$ cat src/rtl/prog_truth_table.sv
// prog_truth_table: programmable truth-table evaluator with a one-entry,
// valid/ready flow-controlled output register.
//
// A 2^IN_W x OUT_W lookup table is loaded from INIT at reset and can be
// rewritten at run time through the cfg_* port. Each accepted input word is
// either looked up in the table (mode=0) or reduced to an arithmetic majority
// vote (mode=1). The result appears one cycle after accept and is held until
// the sink takes it.
//
// Optional feature macro: PROG_TT_COUNT_EN
//   When defined, a 16-bit saturating accepted-word counter is exposed on
//   txn_cnt. When undefined, neither the port nor the counter exists.

module prog_truth_table #(
  parameter int                          IN_W  = 3,
  parameter int                          OUT_W = 1,
  parameter logic [OUT_W*(2**IN_W)-1:0]  INIT  = 8'hE8
) (
  input  logic             clk,
  input  logic             resetn,
  input  logic             cfg_we,
  input  logic [IN_W-1:0]  cfg_addr,
  input  logic [OUT_W-1:0] cfg_data,
  input  logic             mode,
  input  logic             in_valid,
  input  logic [IN_W-1:0]  in_data,
  output logic             in_ready,
  output logic             out_valid,
  output logic [OUT_W-1:0] out_data,
  input  logic             out_ready
`ifdef PROG_TT_COUNT_EN
  ,
  output logic [15:0]      txn_cnt
`endif
);

  localparam int DEPTH = 2**IN_W;

  typedef enum logic {
    S_EMPTY = 1'b0,
    S_FULL  = 1'b1
  } state_t;

  // Number of set bits in an input vector.
  function automatic int f_popcount(input logic [IN_W-1:0] v);
    int n;
    n = 0;
    for (int i = 0; i < IN_W; i++) begin
      if (v[i]) n++;
    end
    return n;
  endfunction

  // Strict majority vote replicated across the output word; a tie on an
  // even-width input votes 0 because of the integer halving.
  function automatic logic [OUT_W-1:0] f_majority(input logic [IN_W-1:0] v);
    return (f_popcount(v) > (IN_W / 2)) ? {OUT_W{1'b1}} : {OUT_W{1'b0}};
  endfunction

`ifdef PROG_TT_COUNT_EN
  // Saturating increment: the counter sticks at all-ones.
  function automatic logic [15:0] f_sat_inc(input logic [15:0] c);
    return (c == 16'hFFFF) ? c : c + 16'd1;
  endfunction
`endif

  logic [OUT_W-1:0] r_table [DEPTH];
  state_t           r_state;
  state_t           w_state_nxt;
  logic             w_in_ready;
  logic             w_accept_p0;
  logic [OUT_W-1:0] w_result_p0;
  logic [OUT_W-1:0] r_data_p1;
  logic             w_vld_p1;

  // ---- stage p0: input accept and result selection ----

  // Table read uses the registered contents, so a same-cycle write to the
  // same address is not yet visible to this lookup.
  always_comb begin
    w_result_p0 = r_table[in_data];
    if (mode) begin
      w_result_p0 = f_majority(in_data);
    end
  end

  assign w_accept_p0 = in_valid && w_in_ready;

  // Table storage: INIT image on reset, single write port otherwise.
  always_ff @(posedge clk or negedge resetn) begin
    if (!resetn) begin
      for (int k = 0; k < DEPTH; k++) begin
        r_table[k] <= INIT[k*OUT_W +: OUT_W];
      end
    end else if (cfg_we) begin
      r_table[cfg_addr] <= cfg_data;
    end
  end

  // Output occupancy state register.
  always_ff @(posedge clk or negedge resetn) begin
    if (!resetn) begin
      r_state <= S_EMPTY;
    end else begin
      r_state <= w_state_nxt;
    end
  end

  // Next-state and ready: an empty slot always accepts; a full slot accepts
  // only when its current word is leaving this cycle.
  always_comb begin
    w_state_nxt = r_state;
    w_in_ready  = 1'b0;
    case (r_state)
      S_EMPTY: begin
        w_in_ready = 1'b1;
        if (in_valid) w_state_nxt = S_FULL;
      end
      S_FULL: begin
        w_in_ready = out_ready;
        if (out_ready && !in_valid) w_state_nxt = S_EMPTY;
      end
      default: begin
        w_state_nxt = S_EMPTY;
      end
    endcase
  end

  // ---- stage p1: held output word ----

  // Result register loads only on accept, so it stays frozen under
  // backpressure regardless of later mode or table changes.
  always_ff @(posedge clk or negedge resetn) begin
    if (!resetn) begin
      r_data_p1 <= '0;
    end else if (w_accept_p0) begin
      r_data_p1 <= w_result_p0;
    end
  end

  assign w_vld_p1  = (r_state == S_FULL);
  assign in_ready  = w_in_ready;
  assign out_valid = w_vld_p1;
  assign out_data  = r_data_p1;

`ifdef PROG_TT_COUNT_EN
  logic [15:0] r_txn_cnt;

  // Accepted-word counter, saturating at all-ones.
  always_ff @(posedge clk or negedge resetn) begin
    if (!resetn) begin
      r_txn_cnt <= 16'd0;
    end else if (w_accept_p0) begin
      r_txn_cnt <= f_sat_inc(r_txn_cnt);
    end
  end

  assign txn_cnt = r_txn_cnt;
`endif

endmodule
$ cat config.mk
export PLATFORM = sky130hd
export DESIGN_NAME = prog_truth_table
export DESIGN_NICKNAME = d
export VERILOG_FILES = /design/src/rtl/prog_truth_table.sv
export SDC_FILE = /design/constraint.sdc
export NUM_CORES = 1
export LEC_CHECK = 0
export ABC_AREA = 0
export CORE_AREA = 2 2 39 41
export CTS_CLUSTER_DIAMETER = 150
export CTS_CLUSTER_SIZE = 16
export DETAILED_ROUTE_END_ITERATION = 10
export DIE_AREA = 0 0 41 43
export GPL_ROUTABILITY_DRIVEN = 0
export HOLD_SLACK_MARGIN = 0.03
export PLACE_DENSITY = 0.78
export SLEW_MARGIN = 10
export SYNTH_ARGS = -nofsm -noshare
export SYNTH_HDL_FRONTEND = slang
export SYNTH_SLANG_ARGS = --single-unit
$ cat constraint.sdc
create_clock -name clk -period 2.5 [get_ports clk]
set_input_delay 0.5 -clock clk [delete_from_list [all_inputs] [get_ports clk]]
set_output_delay 0.5 -clock clk [all_outputs]
set_load 0.05 [all_outputs]
==> impl_metrics.tcl, run 1 <==
set metrics [dict create \
    synth_top_area_frac 0.2643 \
    diodes 0 \
    timing.slew.headroom 0.6703 \
    clock_path_buffers 2 \
    globalRouteOverflowTotal 0 \
    syn_area_per_cell_um2 12.09 \
    avgViaCountPerCell 5.568 \
    setup_violations 0 \
    grt_pass1_vias 426 \
    grt_max_degree 11 \
    hpwl_um 852.8 \
    yosys_warnings 0 \
    timing.final.crit_period_ns 1.906 \
    p_leak_nw 0.3068 \
    p_total_mw 0.4546 \
    final_nets 82 \
    synth_area_um2 568.0 \
    setup_ws_ns 0.5941 \
    dpl_worst_slack_ns 0.3329 \
    power_report.internal_total_mw 0.3319 \
    critPathLaunchType "register" \
    rsz0062_at_grt "no" \
    tns_ns 0 \
    switching_share 0.2699 \
    post-route-util 0.5570 \
    coreArea_mm2 0.001384 \
    finalMaxSlewViolations 0 \
    slowest_delay_ns 0.80 \
    ctsHoldBuffers 0 \
    cts_root_buf "clkbuf_4" \
    yosys.area.top_type "dfrtp_1" \
    die_w_um 41 \
    syn-num-nets 62 \
    peakVddDrop_v 0.0002879 \
    syn_inst 47 \
    initial_core_util 0.4105 \
    synth_area_leaders "dfrtp_1 (26%), dfstp_2 (19%), mux2_2 (18%)" \
    portBuffers 15 \
    antenna_left 0 \
    path_max_fanout 2 \
    grt.total_usage 0.1498 \
    switchingPower_mw 0.1227 \
    combPwrFrac 0.281 \
    area_growth_pct 35.68 \
    hold_violations 0 \
    min_period_over_period 0.7624 \
    critPathKind "reg2out" \
    skew_ns 0.007135 \
    power_frac_seq 0.485 \
    insertion_delay_ns 0.26 \
    status "finished, final reports clean" \
    cp.arrival_ns 1.41 \
    drive_above_1_share 0.2923 \
    drt_wl_total_mm 1.096 \
    crit_chain "clkdlybuf4s50_1" \
    endpoint_kind "primary output" \
    antenna_found_initial 0 \
    critPathBufInv 1 \
    numCtsBuffers 3 \
    required_ns 2.00 \
    first_pass_iters 4 \
    synth.distinct_cells 22 \
    cts.htree.levels 1 \
    power_density_mw_per_mm2 589.8 \
    drc 0 \
    drt_iter0_markers 7 \
    slowest_stage "clkdlybuf4s50_1" \
    critical_path.top_delay_family "buffers and inverters" \
    grt_pass1_wl_mm 1.690 \
    pwr-share-clk 0.234 \
    cts.sinks 10 \
    worst_pin_slew_ns 0.4929 \
    row_count 14 \
    ios 16 \
    cts_setup_buffers 0 \
    clk_pin_slew_ns 0.06 \
    max-cap-violations 0 \
    synth.yosys.seq_area_share 0.4493 \
    cts_tree "yes" \
    hp-class "reg2reg" \
    cts_resized 0 \
    dieArea_mm2 0.001763 \
    route.vias.total 451 \
    fmax_ghz 0.5247 \
    wl_per_cell_um 13.53 \
    dieHeight_um 43 \
    ys_ff_latch 10 \
]
==> Yosys cell counts <==
library cell and count:
nand2b_1 3, nand4_1 1, inv_1 3, mux2_2 9
nor3b_1 2, a311o_1 1, nor2_1 1, a41oi_2 1
nand4b_1 2, nand2_1 2, o22ai_1 1, a21boi_0 1
nor2b_1 1, dfstp_2 4, a21oi_1 1, o21ai_0 1
mux4_2 1, dfrtp_1 6, mux2i_1 1, nor3_1 2
ha_1 2, or2b_1 1
==> power groups by stage <==
| stage | logic (mW) | registers, mW | clock network (mW) |
|---|---|---|---|
| global placement | 0.125 | 0.223 | 0 |
| floorplan | 0.0646 | 0.231 | 0 |
| CTS | 0.129 | 0.220 | 0.111 |
| detailed placement | 0.129 | 0.223 | 0 |
| finish | 0.128 | 0.221 | 0.106 |
| global route | 0.137 | 0.224 | 0.125 |
==> through the flow <==
stage | cells | cell area, um2 | hold slack (ns)
after floorplan | 47 | 568.0 | 0.2044
after global placement | 78 | 748.2 | 0.4931
after detailed placement | 78 | 748.2 | 0.4957
after CTS | 81 | 770.7 | 0.5096
after global routing | 81 | 770.7 | 0.5358
final | 81 | 770.7 | 0.5030
==> cells in the final DEF (no fill, tap or decap), types with 3 or more instances in the layout <==
cell type / n
inv_1: 3
nand2b_1: 3
clkdlybuf4s50_1: 14
dfstp_2: 4
clkbuf_4: 3
mux2_2: 9
dfrtp_1: 6
==> flip-flops by register name (all words and copies together), names as in the netlist <==
| name | cells |
|---|---|
| out_data | 1 |
| r_table | 8 |
| out_valid | 1 |
==> area by class of cell <==
type / count / area [um2]
well taps: 16 / 20.02
multi-input cells: 34 / 301.5
clock buffers: 3 / 22.52
fillers: 129 / 613.1
flip-flops and latches: 10 / 255.2
inverters: 3 / 11.26
repair buffers: 15 / 160.2
==> final timing paths <==
kind	from	end	slack [ns]	cells after the start
max reg2reg	r_table[2]$_DFFE_PN1P_	out_data$_DFFE_PN0P_	1.11	4
min reg2reg	r_table[7]$_DFFE_PN0P_	r_table[7]$_DFFE_PN0P_	0.50	1
min in group asynchronous	resetn	r_table[6]$_DFFE_PN0P_	0.55	1
max	out_data$_DFFE_PN0P_	out_data	0.59	1
max in group asynchronous	resetn	r_table[1]$_DFFE_PN1P_	1.60	1
min	r_table[7]$_DFFE_PN0P_	r_table[7]$_DFFE_PN0P_	0.50	1
==> cells by family after synthesis <==
| logic type | share of synthesized area |
|---|---|
| AND/OR/NAND/NOR | 0.1630 |
| flip-flops | 0.4493 |
| multiplexers | 0.2357 |
| adder cells (fa/ha/maj) | 0.04405 |
| AO/OA/AOI/OAI | 0.08811 |
| buffers and inverters | 0.01982 |
==> layer usage <==
metal | global-route usage | part of all wire | vias up
met5 | 0 | 0 | -
li1 | - | - | 214
met4 | 0.1000 | 0.022 | 0
met3 | 0.06806 | 0.053 | 4
met2 | 0.2406 | 0.53 | 16
met1 | 0.1419 | 0.40 | 217
Note: power is estimated with default switching activity, not from simulation.
==> run 2: changes to the inputs <==
clock period = 1.9 ns   (was 2.5 ns; I/O delays follow)
==> run 2 against run 1 <==
  * Clock power rose by 27%
  * Via count rose by 0.22%
  * Critical path depth did not move
  * Utilization rose by 2.2 points
  * Routed wire length rose by 2.9%
  * Critical path type unchanged
  * Largest cell class unchanged
  * Largest power group unchanged
==> impl_metrics.tcl, run 2 (synthesis gave the netlist of run 1 again) <==
set metrics [dict create \
    area_growth_pct 40.97 \
    rsz0062_at_grt "no" \
    timing.slew.headroom 0.6701 \
    ios 16 \
    drc 0 \
    required_ns 1.52 \
    die_w_um 41 \
    row_count 14 \
    r2r_end "out_data$_DFFE_PN0P_" \
    slowest_delay_ns 0.80 \
    antenna_left 0 \
    dpl-instance-area_um2 778.2 \
    cts.htree.levels 1 \
    initial_core_util 0.4105 \
    grt.total_usage 0.1517 \
    portBuffers 15 \
    endpoint_kind "primary output" \
    grt-busiest-layer "met2" \
    diodes 0 \
    power_density_mw_per_mm2 750.1 \
    clk_pin_slew_ns 0.06 \
    status "finished, final reports clean" \
    rr_startpoint "r_table[2]$_DFFE_PN1P_" \
    wl_per_cell_um 13.27 \
    skew_ns 0.004156 \
    first_pass_iters 2 \
    critPathKind "reg2out" \
    slowest_stage "clkdlybuf4s50_1" \
    grt_max_degree 11 \
    critical_path.top_delay_family "buffers and inverters" \
    final_nets 86 \
    peakVddDrop_v 0.0004148 \
    drt_iter0_markers 2 \
    globalRouteOverflowTotal 0 \
    rr_worst_depth 4 \
    worst_pin_slew_ns 0.4933 \
    final_common_cell "clkdlybuf4s50_1" \
    layout_common_cells "clkdlybuf4s50_1 (14), mux2_2 (9), dfrtp_1 (6), buf_4 (4), dfstp_2 (4)" \
    grtUsageMet2 0.2656 \
    fmax_ghz 0.5601 \
    cts_root_buf "clkbuf_4" \
    top_register "r_table" \
    cts_resized 0 \
    ctsHoldBuffers 0 \
    min_period_over_period 0.9396 \
    antenna_found_initial 0 \
    critPathLaunchType "register" \
    met3_usage 0.03141 \
    max-cap-violations 0 \
    finalMaxSlewViolations 0 \
    route.vias.total 452 \
    hpwl_um 923 \
    drt_wl_total_mm 1.128 \
    grt_use_met1 0.1650 \
    grt_pass1_vias 424 \
    numCtsBuffers 3 \
    fillCellCount 134 \
    cts_setup_buffers 0 \
    hp-class "in2async" \
    critPathBufInv 1 \
    p_total_mw 0.6007 \
    drive_above_1_share 0.3333 \
    path_max_fanout 2 \
    dieHeight_um 43 \
    cp.arrival_ns 1.41 \
    timing.final.crit_period_ns 1.785 \
    grt_pass1_wl_mm 1.787 \
    hold_violations 0 \
    cts.sinks 10 \
    insertion_delay_ns 0.25 \
    setup_violations 0 \
    cts_tree "yes" \
    largest_register_ffs 8 \
    clock_path_buffers 2 \
    post-route-util 0.5787 \
    p_leak_nw 0.3260 \
    coreArea_mm2 0.001384 \
    reg2reg_slack_ns 0.50 \
    fin_area_um2 800.8 \
    dieArea_mm2 0.001763 \
    avgViaCountPerCell 5.318 \
    crit_chain "clkdlybuf4s50_1" \
]
==> run 2: cell types whose count changed in the layout (fill, tap and decap cells not counted), sizes merged <==
| cell | previous run | this run |
|---|---|---|
| buf | 1 | 5 |
==> run 2: metrics by stage <==
| step | hold WS (ns) | instances | worst slack, ns | setup TNS, ns |
|---|---|---|---|---|
| after floorplan | 0.08441 | 47 | 0.3338 | 0 |
| after global placement | 0.4920 | 82 | -0.06846 | -0.06846 |
| after detailed placement | 0.4970 | 82 | -0.1087 | -0.1087 |
| after CTS | 0.4458 | 85 | 0.09609 | 0 |
| after global routing | 0.4635 | 85 | 0.06507 | 0 |
| final | 0.4352 | 85 | 0.1147 | 0 |
==> run 2: worst max path at each step <==
| stage | start | endpoint | slack [ns] | depth (start not counted) |
|---|---|---|---|---|
| 6_report | out_data$_DFFE_PN0P_ | out_data | 0.11 | 1 |
| 5_1_grt | out_data$_DFFE_PN0P_ | out_data | 0.07 | 1 |
| 4_1_cts | out_data$_DFFE_PN0P_ | out_data | 0.1 | 1 |
| 3_5_place_dp | in_data[0] | out_data$_DFFE_PN0P_ | -0.11 | 5 |
| 3_3_place_gp | in_data[0] | out_data$_DFFE_PN0P_ | -0.07 | 5 |
| 2_1_floorplan | out_valid$_DFF_PN0_ | out_data$_DFFE_PN0P_ | 0.33 | 3 |
==> run 2: layout make-up <==
class                      count  area (um2)  share of cell area
clock buffer                   3       22.52             0.02812
tap                           16       20.02             0.02500
inverter                       3       11.26             0.01406
timing repair buffer          19       190.2              0.2375
multi-input combinational     34       301.5              0.3766
sequential                    10       255.2              0.3188
==> run 2: power by group <==
part           switching [mW]  internal, mW  leakage, nW
Sequential             0.0203         0.269        0.112
Combinational          0.0760        0.0998        0.200
Clock                  0.0628        0.0727       0.0138
==> run 2: layer usage <==
metal  wire length (um)  part of all wire
met1                473              0.42
met2                616              0.55
met3                 39             0.035
met4                  0                 0
met5                  0                 0
